File: src/rtl/eth_cmd_arbiter_if.sv
// Bundle of requester-side and shared-bus-side signals of eth_cmd_arbiter.
//
// Handshake: a requester raises req_sel[i] with its rd_wr_n/byte_addr/wdata
// stable and keeps all of them stable until it sees req_ack[i] (a one-cycle
// pulse; req_rdata and req_timeout[i] are valid only in that cycle). On the
// shared bus, m_sel is held high with m_rd_wr_n/m_byte_addr/m_wdata stable
// until the slave raises m_ack for one cycle, with m_rdata valid alongside it.
//
// Modports:
//   master - the arbiter: consumes requests and m_ack/m_rdata, drives the
//            requester returns and the shared-bus command.
//   slave  - the environment: requesters plus the shared-bus slave.
interface eth_cmd_arbiter_if #(
  parameter int NUM_REQ = 2,
  parameter int ADDR_W  = 16,
  parameter int DATA_W  = 32
);
  logic [NUM_REQ-1:0]        req_sel;
  logic [NUM_REQ-1:0]        req_rd_wr_n;
  logic [NUM_REQ*ADDR_W-1:0] req_byte_addr;
  logic [NUM_REQ*DATA_W-1:0] req_wdata;
  logic [NUM_REQ-1:0]        req_ack;
  logic [DATA_W-1:0]         req_rdata;
  logic [NUM_REQ-1:0]        req_timeout;
  logic                      m_sel;
  logic                      m_rd_wr_n;
  logic [ADDR_W-1:0]         m_byte_addr;
  logic [DATA_W-1:0]         m_wdata;
  logic                      m_ack;
  logic [DATA_W-1:0]         m_rdata;

  modport master (
    input  req_sel, req_rd_wr_n, req_byte_addr, req_wdata, m_ack, m_rdata,
    output req_ack, req_rdata, req_timeout, m_sel, m_rd_wr_n, m_byte_addr, m_wdata
  );

  modport slave (
    output req_sel, req_rd_wr_n, req_byte_addr, req_wdata, m_ack, m_rdata,
    input  req_ack, req_rdata, req_timeout, m_sel, m_rd_wr_n, m_byte_addr, m_wdata
  );
endinterface

File: src/rtl/eth_cmd_arbiter.sv
// Round-robin arbiter sharing one cmd-bus master port between NUM_REQ
// requesters. A granted request is registered onto the shared bus and held
// until m_ack (or until a programmable timeout aborts it); the completion is
// returned to the owning requester as a one-cycle req_ack pulse.
//
// Ports:
//   cmd_clock      - single clock
//   cmd_arst_n     - asynchronous active-low reset
//   bus            - requester and shared-bus signals (eth_cmd_arbiter_if.master)
//   grant          - one-hot current owner, 0 when idle
//   busy           - high in ACTIVE or RELEASE
//   timeout_count  - saturating count of aborted transactions
//   state_dbg      - current FSM state (0 IDLE, 1 ACTIVE, 2 RELEASE)
module eth_cmd_arbiter #(
  parameter int                 NUM_REQ        = 2,
  parameter int                 ADDR_W         = 16,
  parameter int                 DATA_W         = 32,
  parameter int                 TIMEOUT_CYCLES = 255,
  parameter logic [DATA_W-1:0]  TIMEOUT_RDATA  = DATA_W'(32'hDEAD_BEEF)
) (
  input  logic                 cmd_clock,
  input  logic                 cmd_arst_n,
  eth_cmd_arbiter_if.master    bus,
  output logic [NUM_REQ-1:0]   grant,
  output logic                 busy,
  output logic [15:0]          timeout_count,
  output logic [1:0]           state_dbg
);

  localparam int IDX_W = (NUM_REQ < 2) ? 1 : $clog2(NUM_REQ);
  localparam int TMR_W = (TIMEOUT_CYCLES < 2) ? 1 : $clog2(TIMEOUT_CYCLES + 1);
  // The abort fires on the edge that ends the TIMEOUT_CYCLES-th ACTIVE cycle,
  // i.e. when the timer (cleared on grant) already shows TIMEOUT_CYCLES-1.
  localparam logic [TMR_W-1:0] TMR_LAST  = (TIMEOUT_CYCLES == 0) ? '0 : TMR_W'(TIMEOUT_CYCLES - 1);
  localparam logic [IDX_W-1:0] LAST_RST  = IDX_W'(NUM_REQ - 1);

  typedef enum logic [1:0] {
    ST_IDLE    = 2'd0,
    ST_ACTIVE  = 2'd1,
    ST_RELEASE = 2'd2
  } state_t;

  state_t              state_q, state_n;
  logic [IDX_W-1:0]    owner_q, owner_n;
  logic [IDX_W-1:0]    last_q, last_n;
  logic [TMR_W-1:0]    timer_q, timer_n;
  logic [NUM_REQ-1:0]  grant_q, grant_n;
  logic                busy_q, busy_n;
  logic [15:0]         tcount_q, tcount_n;
  logic                m_sel_q, m_sel_n;
  logic                m_rd_wr_n_q, m_rd_wr_n_n;
  logic [ADDR_W-1:0]   m_addr_q, m_addr_n;
  logic [DATA_W-1:0]   m_wdata_q, m_wdata_n;
  logic [NUM_REQ-1:0]  req_ack_q, req_ack_n;
  logic [NUM_REQ-1:0]  req_tmo_q, req_tmo_n;
  logic [DATA_W-1:0]   req_rdata_q, req_rdata_n;

  logic                pick_valid;
  logic [IDX_W-1:0]    pick_idx;
  logic [IDX_W-1:0]    cand_idx;
  int                  cand;
  logic                timeout_hit;

  // Round-robin pick: first set req_sel searching upward from last+1, wrapping.
  always_comb begin
    pick_valid = 1'b0;
    pick_idx   = last_q;
    cand       = 0;
    cand_idx   = '0;
    for (int off = 1; off <= NUM_REQ; off++) begin
      cand = int'(last_q) + off;
      if (cand >= NUM_REQ) cand = cand - NUM_REQ;
      cand_idx = cand[IDX_W-1:0];
      if (!pick_valid && bus.req_sel[cand_idx]) begin
        pick_valid = 1'b1;
        pick_idx   = cand_idx;
      end
    end
  end

  assign timeout_hit = (TIMEOUT_CYCLES != 0) && (timer_q == TMR_LAST);

  always_comb begin
    state_n     = state_q;
    owner_n     = owner_q;
    last_n      = last_q;
    timer_n     = timer_q;
    grant_n     = grant_q;
    busy_n      = busy_q;
    tcount_n    = tcount_q;
    m_sel_n     = m_sel_q;
    m_rd_wr_n_n = m_rd_wr_n_q;
    m_addr_n    = m_addr_q;
    m_wdata_n   = m_wdata_q;
    req_ack_n   = '0;
    req_tmo_n   = '0;
    req_rdata_n = '0;

    case (state_q)
      ST_IDLE: begin
        if (pick_valid) begin
          owner_n           = pick_idx;
          last_n            = pick_idx;
          timer_n           = '0;
          grant_n           = '0;
          grant_n[pick_idx] = 1'b1;
          busy_n            = 1'b1;
          m_sel_n           = 1'b1;
          m_rd_wr_n_n       = bus.req_rd_wr_n[pick_idx];
          m_addr_n          = bus.req_byte_addr[pick_idx*ADDR_W +: ADDR_W];
          m_wdata_n         = bus.req_wdata[pick_idx*DATA_W +: DATA_W];
          state_n           = ST_ACTIVE;
        end
      end

      ST_ACTIVE: begin
        // A real ack wins over a timeout landing on the same edge.
        if (bus.m_ack || timeout_hit) begin
          req_ack_n[owner_q] = 1'b1;
          grant_n            = '0;
          m_sel_n            = 1'b0;
          m_wdata_n          = '0;
          state_n            = ST_RELEASE;
          if (bus.m_ack) begin
            req_rdata_n = bus.m_rdata;
          end else begin
            req_rdata_n        = TIMEOUT_RDATA;
            req_tmo_n[owner_q] = 1'b1;
            if (tcount_q != 16'hFFFF) tcount_n = tcount_q + 16'd1;
          end
        end else if (timer_q != '1) begin
          timer_n = timer_q + 1'b1;
        end
      end

      ST_RELEASE: begin
        // No arbitration here, so an owner still holding req_sel for one
        // more cycle cannot be regranted straight away.
        busy_n  = 1'b0;
        state_n = ST_IDLE;
      end

      default: begin
        grant_n = '0;
        busy_n  = 1'b0;
        m_sel_n = 1'b0;
        state_n = ST_IDLE;
      end
    endcase
  end

  always_ff @(posedge cmd_clock or negedge cmd_arst_n) begin
    if (!cmd_arst_n) begin
      state_q     <= ST_IDLE;
      owner_q     <= '0;
      last_q      <= LAST_RST;
      timer_q     <= '0;
      grant_q     <= '0;
      busy_q      <= 1'b0;
      tcount_q    <= '0;
      m_sel_q     <= 1'b0;
      m_rd_wr_n_q <= 1'b0;
      m_addr_q    <= '0;
      m_wdata_q   <= '0;
      req_ack_q   <= '0;
      req_tmo_q   <= '0;
      req_rdata_q <= '0;
    end else begin
      state_q     <= state_n;
      owner_q     <= owner_n;
      last_q      <= last_n;
      timer_q     <= timer_n;
      grant_q     <= grant_n;
      busy_q      <= busy_n;
      tcount_q    <= tcount_n;
      m_sel_q     <= m_sel_n;
      m_rd_wr_n_q <= m_rd_wr_n_n;
      m_addr_q    <= m_addr_n;
      m_wdata_q   <= m_wdata_n;
      req_ack_q   <= req_ack_n;
      req_tmo_q   <= req_tmo_n;
      req_rdata_q <= req_rdata_n;
    end
  end

  assign bus.m_sel       = m_sel_q;
  assign bus.m_rd_wr_n   = m_rd_wr_n_q;
  assign bus.m_byte_addr = m_addr_q;
  assign bus.m_wdata     = m_wdata_q;
  assign bus.req_ack     = req_ack_q;
  assign bus.req_timeout = req_tmo_q;
  assign bus.req_rdata   = req_rdata_q;
  assign grant           = grant_q;
  assign busy            = busy_q;
  assign timeout_count   = tcount_q;
  assign state_dbg       = state_q;

endmodule

File: src/flat_wrapper.sv
// flat-port wrapper written by rule: the top's interface ports become plain ports
module eth_cmd_arbiter_flat 
#(
  parameter int                 NUM_REQ        = 2,
  parameter int                 ADDR_W         = 16,
  parameter int                 DATA_W         = 32,
  parameter int                 TIMEOUT_CYCLES = 255,
  parameter logic [DATA_W-1:0]  TIMEOUT_RDATA  = DATA_W'(32'hDEAD_BEEF)
)
  (cmd_clock, cmd_arst_n, grant, busy, timeout_count, state_dbg, bus_req_sel, bus_req_rd_wr_n, bus_req_byte_addr, bus_req_wdata, bus_m_ack, bus_m_rdata, bus_req_ack, bus_req_rdata, bus_req_timeout, bus_m_sel, bus_m_rd_wr_n, bus_m_byte_addr, bus_m_wdata);
  eth_cmd_arbiter_if #(.NUM_REQ(NUM_REQ), .ADDR_W(ADDR_W), .DATA_W(DATA_W)) bus_i ();
  input  logic cmd_clock;
  input  logic cmd_arst_n;
  output logic [NUM_REQ-1:0] grant;
  output logic busy;
  output logic [15:0] timeout_count;
  output logic [1:0] state_dbg;
  input wire logic [$bits(bus_i.req_sel)-1:0] bus_req_sel;
  input wire logic [$bits(bus_i.req_rd_wr_n)-1:0] bus_req_rd_wr_n;
  input wire logic [$bits(bus_i.req_byte_addr)-1:0] bus_req_byte_addr;
  input wire logic [$bits(bus_i.req_wdata)-1:0] bus_req_wdata;
  input wire logic [$bits(bus_i.m_ack)-1:0] bus_m_ack;
  input wire logic [$bits(bus_i.m_rdata)-1:0] bus_m_rdata;
  output wire logic [$bits(bus_i.req_ack)-1:0] bus_req_ack;
  output wire logic [$bits(bus_i.req_rdata)-1:0] bus_req_rdata;
  output wire logic [$bits(bus_i.req_timeout)-1:0] bus_req_timeout;
  output wire logic [$bits(bus_i.m_sel)-1:0] bus_m_sel;
  output wire logic [$bits(bus_i.m_rd_wr_n)-1:0] bus_m_rd_wr_n;
  output wire logic [$bits(bus_i.m_byte_addr)-1:0] bus_m_byte_addr;
  output wire logic [$bits(bus_i.m_wdata)-1:0] bus_m_wdata;
  assign bus_i.req_sel = bus_req_sel;
  assign bus_i.req_rd_wr_n = bus_req_rd_wr_n;
  assign bus_i.req_byte_addr = bus_req_byte_addr;
  assign bus_i.req_wdata = bus_req_wdata;
  assign bus_i.m_ack = bus_m_ack;
  assign bus_i.m_rdata = bus_m_rdata;
  assign bus_req_ack = bus_i.req_ack;
  assign bus_req_rdata = bus_i.req_rdata;
  assign bus_req_timeout = bus_i.req_timeout;
  assign bus_m_sel = bus_i.m_sel;
  assign bus_m_rd_wr_n = bus_i.m_rd_wr_n;
  assign bus_m_byte_addr = bus_i.m_byte_addr;
  assign bus_m_wdata = bus_i.m_wdata;
  eth_cmd_arbiter #(.NUM_REQ(NUM_REQ), .ADDR_W(ADDR_W), .DATA_W(DATA_W), .TIMEOUT_CYCLES(TIMEOUT_CYCLES), .TIMEOUT_RDATA(TIMEOUT_RDATA)) u_core (.cmd_clock(cmd_clock), .cmd_arst_n(cmd_arst_n), .bus(bus_i), .grant(grant), .busy(busy), .timeout_count(timeout_count), .state_dbg(state_dbg));
endmodule
File: config.mk
export PLATFORM = sky130hd
export DESIGN_NAME = eth_cmd_arbiter_flat
export DESIGN_NICKNAME = d
export VERILOG_FILES = /design/src/rtl/eth_cmd_arbiter_if.sv /design/src/rtl/eth_cmd_arbiter.sv /design/src/flat_wrapper.sv
export SDC_FILE = /design/constraint.sdc
export NUM_CORES = 1
export LEC_CHECK = 0
export ABC_AREA = 1
export CAP_MARGIN = 20
export CORE_MARGIN = 5
export CORE_UTILIZATION = 30
export CTS_CLUSTER_DIAMETER = 150
export DETAILED_ROUTE_END_ITERATION = 8
export PLACE_DENSITY_LB_ADDON = 0.25
export SYNTH_ARGS = -nofsm -noshare
export SYNTH_HDL_FRONTEND = slang
export SYNTH_SLANG_ARGS = --single-unit
File: constraint.sdc
create_clock -name cmd_clock -period 3.1 [get_ports cmd_clock]
set_clock_uncertainty 0.05 [all_clocks]
set_input_delay 0.31 -clock cmd_clock [delete_from_list [all_inputs] [get_ports cmd_clock]]
set_output_delay 0.31 -clock cmd_clock [all_outputs]
set_load 0.05 [all_outputs]
; ---- Word level (Yosys, flattened, before mapping)
; Cells that the tools add are included.
[op_classes]
bitwise_logic = 3
eq_ne = 9
div_mod_pow = 0
mux = 41
magnitude_cmp = 8
n_mul = 0
shifts = 2
add_sub_neg = 6
n_reduce_logical = 14
[op_table]
columns = cell, n
row1 = 32-bit two-way mux, 5
row2 = 32-bit case mux with 2 select lines, 1
row3 = 64-bit by 7-bit variable part select with 32-bit output, 1
row4 = 32-bit by 6-bit variable part select with 16-bit output, 1
row5 = 8-bit two-way mux, 3
row6 = 2-bit two-way mux, 9
row7 = 16-bit by 1-bit adder with 16-bit output (second input constant), 1
row8 = 1-bit two-way mux, 16
row9 = 16-bit inequality test (second input constant), 1
row10 = 8-bit case mux with 2 select lines, 1
row11 = 8-bit by 1-bit adder with 8-bit output (second input constant), 1
row12 = 8-bit equality test (second input constant), 1
row13 = 1-bit by 2-bit less-than comparator with 1-bit output (second input constant), 4
row14 = 8-bit inequality test (second input constant), 1
row15 = 4-bit AND reduction, 2
row16 = 2-bit by 1-bit inequality test with 1-bit output (second input constant), 3
row17 = 2-bit case mux with 3 select lines, 1
row18 = 2-bit AND reduction, 3
row19 = 3-bit AND reduction, 2
row20 = 2-bit case mux with 2 select lines, 1
row21 = 1-bit by 2-bit adder with 3-bit output (second input constant), 1
row22 = 3-bit by 2-bit greater-or-equal comparator with 1-bit output (second input constant), 1
row23 = 1-bit logical AND, 3
row24 = 1-bit NOT, 3
row25 = other kinds (14), 17
[word_totals]
mem_bits_rw = 0
mem_bits_ro = 0
register_bits = 117
latch_bits = 0
input_bits = 135
mem_count = 0

; ---- Depth between registers and ports, before layout
[depth]
ltp_word = 15
depth_mapped = 11

; ---- Worst setup path before layout
; Ideal clock, no wire load.
[synth_path]
path_type = reg-to-reg
start = register u_core.tcount_q[1], in the netlist u_core.timeout_count[1]
end = register u_core.tcount_q[11], in the netlist u_core.timeout_count[11]
arrival_ps = 1778
path_slack_ps = 1206
path_stages_with_launch = 10
setup_time_ps = 66
n_path_buf = 0
required_ps = 2984
path_cell_list = dfrtp_1 > ha_1 > nand2_1 > nor2_1 > nand2_1 > nor2_2 > inv_1 > nand3_2 > nand2_1 > nand2_1
[synth_between]
elab_chain_len = 2
elab_cells_between_ends = 3
classes_between = add/sub: 1 / eq/ne: 1 / reduce/logical: 1
[synth_lines]
columns = item, line_no
row1 = "start, declared", eth_cmd_arbiter.sv:49  ; logic [15:0] tcount_q, tcount_n;
row2 = "start signal, assigned", eth_cmd_arbiter.sv:175  ; tcount_q <= tcount_n;
row3 = "parallel branches: the longest is 2 deep, another holds 16-bit by 1-bit adder with 16-bit output", n/a
; Parallel ways; which one is timed is not known.
; A chain may end at the register's enable or synchronous reset.

; ---- Final worst setup path
[layout_path]
start = register u_core.state_q[1], in the netlist u_core.state_dbg[1]
end = output port state_dbg[1]
[layout_lines]
columns = item, line_no
row1 = "start, declared", eth_cmd_arbiter.sv:43  ; state_t state_q, state_n;
row2 = "start signal, assigned", eth_cmd_arbiter.sv:169  ; state_q <= state_n;
row3 = "end, declared", flat_wrapper.sv:17  ; output logic [1:0] state_dbg;
; No word-level cell between the ends.

==> flow_summary_export.csv <==
group,metric,value,unit
outcome,status,"finished clean",
synth,synthTopCellsByArea,"dfrtp_1 52%, nand2_1 14%, nand3_1 9.5%, nor2_1 8.9%, o21ai_0 2.9%",
critical_path,path_max_fanout,6,
critical_path,cp.required,2.74,ns
synth,yosysSeqAreaShare,0.528,
pwr,ir_drop,0.531,mV
critical_path,rr_startpoint,"u_core.timer_q[0]",
flow_run,drv_cap,0,
critical_path,cp.arrival,1.89,ns
critical_path,slowest_delay,0.91,ns
finish,final_cell_mix,"240 x clkdlybuf4s50_1, 204 x nand2_1, 131 x nor2_1, 116 x dfrtp_1, 105 x nand3_1",
sta,final_hold_viol_count,0,
global_routing,grt_max_degree,73,
critical_path,end_kind,"output pin",
detailed_routing,firstDrtPassIters,4,
critical_path,path_cells,"clkdlybuf4s50_1",
global_routing,grt_pass1_wl,28300,um
detailed_routing,wl_per_cell,14.9,um
synth,ys_types,31,
finish,regArea,2930,sq um
cts,cts_tree,"yes",
hold_path,hold_depth,3,
detailed_routing,vias_per_cell,4.54,
finish,final_cell_area,8790,sq um
sta,setup_tns,0,ns
detailed_routing,wirelength,17600,um
floorplan,initial_utilization,0.307,
sta,setup_violations,0,
place,gp_congestion,0.818,
hold_path,hp-start,"bus_m_rdata[29]",
critical_path,worst-path-stages,1,
sta,finalCriticalPeriod,2.25,ns
detailed_routing,drc,0,
floorplan,coreArea,18100,sq um
hold_path,hold_class,"in2reg",
cts,clock_path_buffers,2,
detailed_routing,via_count,5354,
synth,yosysTopAreaCell,"dfrtp_1",
place,portBuffers,241,
synth,yosysWarnings,0,
floorplan,die_h,146,um
detailed_routing,drtIter0Drc,206,
cts,clk_latency,0.41,ns
critical_path,rr_worst_depth,10,
global_routing,antenna_found_initial,0,
global_routing,grt_use_total,0.166,
finish,final_nets,1075,
place,placed_area,8140,sq um
pwr,power_density,966,nW/um^2
synth,yosysTopAreaCellShare,0.523,
sta,tightestPinTransition,0.640,ns
pwr,p_leak,4.05,nW
floorplan,die_area,21300,sq um
synth,syn_area,5550,sq um
sta,rsz0062_at_grt,"no",
finish,multi_input_area,2290,sq um
cts,numCtsBuffers,17,
synth,synth-seq-cells,117,
finish,layout.cells.most_common,"clkdlybuf4s50_1",
pwr,power.total,8.49,mW
floorplan,ios,242,
cts,root_buffer,"clkbuf_16",
detailed_routing,ant_nets,0,
sta,slew_viol_final,0,
place,detailed_place_hpwl,12600,um
sta,fin_crit_sh,0.725,
finish,drive_gt1_frac,0.0663,
place,pre_cts_ws,0.827,ns
sta,fmax,0.445,GHz
sta,setup_slack,0.853,ns
critical_path,crit_family,"buffers and inverters",
cts,cts.sinks,117,
sta,slew_headroom,0.572,
synth,avgSynthCellArea,7.91,sq um
finish,antenna_cells,0,
cts,cts_htree_levels,4,
floorplan,fp-row-count,49,
global_routing,grt_pass1_vias,5375,
critical_path,worstPathBufferInverterCount,1,
critical_path,cp-startpoint,"u_core.state_dbg[1]",
critical_path,crit_slowest_cell,"clkdlybuf4s50_1",
finish,nFillCells,1722,
critical_path,critPathKind,"reg2out",
synth,syn_inst,701,
global_routing,overflow,0,
finish,area_delta_synth_final,58.4,%
floorplan,die_x,146,um
critical_path,worstSetupStartpointType,"flop",
synth,synthesis.nets,839,
cts,path_clk_slew,0.06,ns
-- cell usage after synthesis, drive strengths merged --
master / number
a21oi: 2
a31oi: 1
buf: 20
clkbuf: 14
dfrtp: 116
dfstp: 1
ha: 3
inv: 34
nand2: 211
nand3: 106
nand3b: 1
nand4: 5
nor2: 137
nor3: 1
o21ai: 41
or2: 1
xnor2: 2
xor2: 5
-- state kept, by name (all words and copies together) (netlist names) --
signal	cells
u_core.owner_q	1
u_core.timer_q	8
u_core.grant	2
u_core.timeout_count	16
u_core.bus.m_byte_addr	16
u_core.bus.m_rd_wr_n	1
u_core.busy	1
u_core.state_dbg	2
u_core.bus.req_ack	2
u_core.bus.m_wdata	32
u_core.bus.m_sel	1
u_core.last_q	1
u_core.bus.req_timeout	2
u_core.bus.req_rdata	32
-- per-stage QoR --
| step | std cells | utilization | hold slack (ns) |
|---|---|---|---|
| CTS | 1179 | 0.486 | 0.367 |
| global route | 1179 | 0.486 | 0.395 |
| detailed placement | 1146 | 0.450 | 0.316 |
| finish | 1179 | 0.486 | 0.387 |
| global placement | 1146 | 0.450 | 0.327 |
| floorplan | 701 | - | -0.0356 |
-- power by group --
| part | leakage, nW | total [mW] | internal (mW) | switching, mW |
|---|---|---|---|---|
| sequential | 1.53 | 2.24 | 1.99 | 0.258 |
| clock | 0.308 | 2.11 | 1.39 | 0.715 |
| combinational | 2.21 | 4.13 | 1.30 | 2.83 |
-- repair_timing --
item	in CTS	in global routing
hold buffers	1	0
gates resized for setup	0	0
hold endpoints to repair	45	0
setup buffers	0	0
-- kinds of logic (layout without fill, tap and decap cells) --
kind of cell,Yosys count,in the layout,synth area share
and+or+nand+nor,462,462,0.354
DFF,117,117,0.528
buffers and inverters,68,317,0.0596
AOI/OAI and AO/OA,44,44,0.0406
xor gates and xnor gates,7,7,0.0111
adders and majority gates,3,3,0.00677
-- path summary, 6_finish.rpt --
path	end	slack, ns
min reg2reg	u_core.grant[1]	0.42
max in group asynchronous	u_core.last_q	1.77
min in group asynchronous	u_core.bus.req_rdata[22]	0.41
max	state_dbg[1]	0.85
max reg2reg	u_core.bus.m_wdata[12]	0.96
min	u_core.bus.req_rdata[29]	0.39
-- metal layers --
layer / vias to the layer above / track usage / wire, um
li1: 2705 / - / -
met1: 2440 / 0.202 / 7190
met2: 196 / 0.260 / 8260
met3: 13 / 0.0800 / 1970
met4: 0 / 0.0546 / 169
met5: - / 0 / 0
-- cell type report --
type | count | area share
timing repair buffer | 251 | 0.286
sequential | 117 | 0.333
inverter | 34 | 0.0151
clock buffer | 21 | 0.0524
clock inverter | 11 | 0.0196
tap | 229 | 0.0326
multi-input combinational | 516 | 0.261
Note: power is estimated with default switching activity, not from simulation.
